**src/rtl/imloader_if.sv**
```systemverilog
// imloader_if: byte-stream handshake from upstream plus the instruction-memory write port
interface imloader_if #(
  parameter int AW = 8,
  parameter int IW = 24
);
  logic          invalid;
  logic [7:0]    indata;
  logic          inready;
  logic          imwe;
  logic [AW-1:0] imaddr;
  logic [IW-1:0] imdata;
  modport master (output invalid, indata, input inready, imwe, imaddr, imdata);
  modport slave  (input invalid, indata, output inready, imwe, imaddr, imdata);
endinterface

```
**src/rtl/imloader.sv**
```systemverilog
// imloader: assembles a checksummed byte stream into 24-bit instructions, writes them to
// instruction memory and releases the core only after a clean load.
module imloader #(
  parameter int DEPTH = 256,
  parameter int AW    = 8,
  parameter int IW    = 24
) (
  input  logic       clk,
  input  logic       rstn,
  imloader_if.slave  bus,
  output logic       cpuhold,
  output logic       done,
  output logic       error
);
  typedef enum logic [2:0] {IDLE, B0, B1, B2, WRITE, CHECK, RUN, ERR} state_t;
  state_t        state, nxt;
  logic [AW-1:0] index, last;
  logic [7:0]    sum;
  logic [IW-1:0] word;
  logic          take;
  assign take       = bus.invalid && bus.inready;
  assign bus.imaddr = index;
  assign bus.imdata = word;
  always_ff @(posedge clk or negedge rstn)
    if (!rstn) state <= IDLE;
    else state <= nxt;
  // Handshake and status outputs depend only on the registered state.
  always_comb begin
    nxt         = state;
    bus.inready = 1'b0;
    bus.imwe    = 1'b0;
    cpuhold     = 1'b1;
    done        = 1'b0;
    error       = 1'b0;
    case (state)
      IDLE: begin
        bus.inready = 1'b1;
        nxt = take ? B0 : IDLE;
      end
      B0: begin
        bus.inready = 1'b1;
        nxt = take ? B1 : B0;
      end
      B1: begin
        bus.inready = 1'b1;
        nxt = take ? B2 : B1;
      end
      B2: begin
        bus.inready = 1'b1;
        nxt = take ? WRITE : B2;
      end
      WRITE: begin
        bus.imwe = 1'b1;
        nxt = (index == last) ? CHECK : B0;
      end
      CHECK: begin
        bus.inready = 1'b1;
        nxt = !take ? CHECK : (bus.indata == sum) ? RUN : ERR;
      end
      RUN: begin
        cpuhold = 1'b0;
        done    = 1'b1;
      end
      default: error = 1'b1;
    endcase
  end
  always_ff @(posedge clk or negedge rstn)
    if (!rstn) begin
      index <= '0;
      last  <= AW'(DEPTH - 1);
      sum   <= '0;
      word  <= '0;
    end else begin
      if (state == IDLE) begin
        index <= '0;
        sum   <= take ? bus.indata : 8'd0;
        if (take) last <= AW'(bus.indata - 8'd1);
      end
      if (take && (state == B0 || state == B1 || state == B2)) sum <= sum + bus.indata;
      if (take && state == B0) word[23:16] <= bus.indata;
      if (take && state == B1) word[15:8]  <= bus.indata;
      if (take && state == B2) word[7:0]   <= bus.indata;
      if (state == WRITE && index != last) index <= index + 1'b1;
    end
endmodule

```
**src/flat_wrapper.sv**
```systemverilog
// flat-port wrapper written by rule: the top's interface ports become plain ports
module imloader_flat 
#(
  parameter int DEPTH = 256,
  parameter int AW    = 8,
  parameter int IW    = 24
)
  (clk, rstn, cpuhold, done, error, bus_invalid, bus_indata, bus_inready, bus_imwe, bus_imaddr, bus_imdata);
  imloader_if #(.AW(AW), .IW(IW)) bus_i ();
  input  logic clk;
  input  logic rstn;
  output logic cpuhold;
  output logic done;
  output logic error;
  input wire logic [$bits(bus_i.invalid)-1:0] bus_invalid;
  input wire logic [$bits(bus_i.indata)-1:0] bus_indata;
  output wire logic [$bits(bus_i.inready)-1:0] bus_inready;
  output wire logic [$bits(bus_i.imwe)-1:0] bus_imwe;
  output wire logic [$bits(bus_i.imaddr)-1:0] bus_imaddr;
  output wire logic [$bits(bus_i.imdata)-1:0] bus_imdata;
  assign bus_i.invalid = bus_invalid;
  assign bus_i.indata = bus_indata;
  assign bus_inready = bus_i.inready;
  assign bus_imwe = bus_i.imwe;
  assign bus_imaddr = bus_i.imaddr;
  assign bus_imdata = bus_i.imdata;
  imloader #(.DEPTH(DEPTH), .AW(AW), .IW(IW)) u_core (.clk(clk), .rstn(rstn), .bus(bus_i), .cpuhold(cpuhold), .done(done), .error(error));
endmodule
```
**config.mk**
```make
export PLATFORM = sky130hd
export DESIGN_NAME = imloader_flat
export DESIGN_NICKNAME = d
export VERILOG_FILES = /design/src/rtl/imloader_if.sv /design/src/rtl/imloader.sv /design/src/flat_wrapper.sv
export SDC_FILE = /design/constraint.sdc
export NUM_CORES = 1
export LEC_CHECK = 0
export ABC_AREA = 1
export CAP_MARGIN = 0
export CORE_ASPECT_RATIO = 2
export CORE_MARGIN = 8
export CORE_UTILIZATION = 40
export DETAILED_ROUTE_END_ITERATION = 8
export SLEW_MARGIN = 10
export SYNTH_ARGS = -nofsm -noshare
export SYNTH_HDL_FRONTEND = slang
export SYNTH_SLANG_ARGS = --single-unit
```
**constraint.sdc**
```tcl
create_clock -name clk -period 1.7 [get_ports clk]
set_input_delay 0.34 -clock clk [delete_from_list [all_inputs] [get_ports clk]]
set_output_delay 0.34 -clock clk [all_outputs]
set_load 0.02 [all_outputs]
```
==> metrics <==
result of the run=finished, final reports clean; total of endpoints with negative setup slack in the final report=0; post-synthesis net count=380; cts hold-fix bufs=0; initial antenna violation count=0; via count of the first global-routing pass=2723; met3 Resource Use GR=0.02675; proportion of layout cells with a drive suffix above 1=0.1855; clock slew at reported path FFs=70 ps; depth of the CTS H-tree=2; clock latency on the worst-skew pair=290 ps; setup repair after global routing missed its margin=true; placer congestion estimate=0.8748; post-synthesis instance area=2831 µm²; proportion of power drawn by the clock network=0.174; maximum number of pins on one net before global-route repair=52; overflow left after global routing=0; Vias=2604; number of buffers between clock root and the deepest sink=2; warnings from Yosys=0; clock net sink count=51; footprint of the multi-input gates=1345 µm²; final worst slack=63.23 ps; CP Buf/Inv Count=3; hold violation count in the final report=0; average footprint of a synthesized cell=7.887 µm²; number of cells produced by synthesis=359; crit path launch type=flip-flop; average vias per placed instance=4.895; number of register bits inferred by synthesis=51; cts bufs inserted=5; leading cell types by total area after synthesis=dfrtp_1, nand2_1, dfstp_2; reported net switching power=2.698 mW; WP data arrival=1300 ps; number of distinct library cell variants in the gate-level netlist after synthesis=29; antenna diode instance count=0; overall power=6.668 mW; path type of the worst setup path=reg2out; min cycle time layout=1637 ps; CP Cell Sequence=buf_6 > nand2_1 > nor2_2 > inv_1 > clkdlybuf4s15_2; DIE WIDTH=75.49 µm; register share of total power=0.320; Fmax achieved=611.0 MHz; FF-to-FF Start=u_core.sum[0]; Req. time, crit path=1360 ps; Internal Dissipation=3.969 mW; highest-count cells in the layout ignoring fill and taps=nand2_1, inv_1, dfrtp_1, o21ai_0, nand3_1; top-area cell type share of the netlist area=0.3800; final clock skew=2.901 ps; average wire per cell in the routed design=14.92 µm; Reg2Reg Setup Slack=160 ps; net total in the final layout=462; first-pass iteration count of the detailed router=4; slowest library cell on the worst path=dfrtp_1; share of power burned in combinational logic=0.505; floorplan row count=43; met1 global-route usage=0.1640; Die Y-Extent=135.0 µm; leading area contributor after synthesis=dfrtp_1; core area=6887 µm²; clock tree root driver cell=clkbuf_16; stages on the worst setup path=5; drt drc=0; Critical Path Sink=cpuhold; Setup Buffers After CTS=0; switching portion of total power=0.4047; worst slack at placement=-390.7 ps; final cycle utilization of the critical path=0.9628; met2 routing resource usage after global routing=0.3127; launch point of the critical path=u_core.state[1]; count of cells along the worst register-to-register path=9; VDD IR max=0.8890 mV; FILL cells=676; largest fanout on the critical path=6; Syn-to-layout area delta=36.32%; sequential area share after synthesis=0.4543; first-pass GRT wire length=12850 µm; min-delay worst type=in2async; TritonCTS clock tree=yes; starting density of the core=0.4112; I/O pins=48; number of pins with negative max-slew slack in the final report=0; Final ANT Viol Nets=0; commonest non-fill, non-tap cell in the layout=nand2_1; Max-Slew Margin vs Limit=0.7908; wire length reported by the detailed router=7938 µm; global route hottest layer=met2; Critical Path Sink Type=output port; register area=1286 µm²; worst r2r dst=u_core.sum[4]; family with the most delay on the worst path=buffers and inverters; initial DRC count=110; delay of the slowest cell on the worst path=390 ps; power density over cell area=1727 nW/µm²; count of buffers from port buffering=47; placed wire-length estimate=6157 µm; Die Outline Area=10190 µm²; leakage=1.909 nW; GRT Total Usage=0.1657; Slew @ Worst Pin=311.3 ps; number of violations of the max-capacitance limit=0
## Yosys cell counts
library cell	instances
nand3b_1	2
inv_1	47
xnor2_1	4
nand2_1	94
dfstp_2	8
nand4_1	8
a211oi_1	1
or2_2	2
fa_1	1
o31ai_1	2
dfrtp_1	43
buf_4	2
o21ai_0	40
nor2_4	2
nor2_1	19
nor3_1	2
a21oi_1	9
xor2_1	8
nand2_2	4
inv_2	3
buf_6	3
a31oi_1	5
buf_2	2
nand3_1	33
nand3_2	1
ha_1	9
o21ai_1	2
clkbuf_2	1
nor2_2	2
## state kept, by name, indices dropped and copies added (netlist names)
name	count
u_core.state	3
u_core.bus.imdata	24
u_core.sum	8
u_core.bus.imaddr	8
u_core.last	8
## metal layers
metal / part of all wire / up-vias / wire length [µm]
met5: 0 / - / 0
met4: 0.023 / 0 / 180
met3: 0.030 / 12 / 237
met2: 0.58 / 49 / 4580
met1: 0.37 / 1221 / 2939
li1: - / 1322 / -
## cell families (layout without fill, tap and decap cells)
group	count (synthesis)	in the layout	synth area share
compound gates	59	59	0.1091
xor+xnor	12	12	0.03712
simple gates	169	169	0.2638
buf+inv	58	141	0.08882
fa+ha+maj	10	10	0.04684
flops	51	51	0.4543
## power by group through the flow
stage | registers (mW) | clock network, mW | logic [mW]
floorplan | 2.43 | 0 | 1.63
global placement | 2.14 | 0 | 3.30
detailed placement | 2.15 | 0 | 3.35
CTS | 2.13 | 1.19 | 3.34
global route | 2.20 | 1.22 | 3.73
finish | 2.14 | 1.16 | 3.37
## worst min path at each step
| stage | startpoint | end | slack, ps | cells past startpoint |
|---|---|---|---|---|
| 6_report | rstn | u_core.bus.imdata[15] | 30 | 2 |
| 5_1_grt | rstn | u_core.bus.imdata[15] | 50 | 2 |
| 4_1_cts | rstn | u_core.bus.imdata[21] | 40 | 2 |
| 3_5_place_dp | rstn | u_core.bus.imdata[15] | 360 | 2 |
| 3_3_place_gp | rstn | u_core.bus.imdata[15] | 360 | 2 |
| 2_1_floorplan | rstn | u_core.bus.imaddr[0] | 40 | 0 |
## final cells by class
class                           count  share of cell area
Timing Repair Buffer               83              0.1971
Multi-Input combinational cell    250              0.3485
Clock buffer                        6             0.03339
Sequential cell                    51              0.3332
Inverter                           50             0.04862
Clock inverter                      2             0.01005
Tap cell                           90             0.02917
## per-stage QoR
| stage | instances | cell area, µm² | hold slack, ps | setup TNS, ps | util |
|---|---|---|---|---|---|
| 6_report | 532 | 3860 | 28.68 | 0 | 0.5605 |
| 5_1_grt | 532 | 3860 | 53.93 | -0.4270 | 0.5605 |
| 4_1_cts | 532 | 3820 | 39.79 | 0 | 0.5547 |
| 3_5_place_dp | 524 | 3654 | 357.6 | -3329 | 0.5305 |
| 3_3_place_gp | 524 | 3654 | 356.0 | -2877 | 0.5305 |
| 2_1_floorplan | 359 | 2831 | 44.41 | 0 | - |
## timing repair
action,4_1_cts,5_1_grt
endpoints found under the setup margin,14,12
pin swaps,0,1
resized for setup,22,16
No activity file was read; power rests on OpenSTA's default activity.
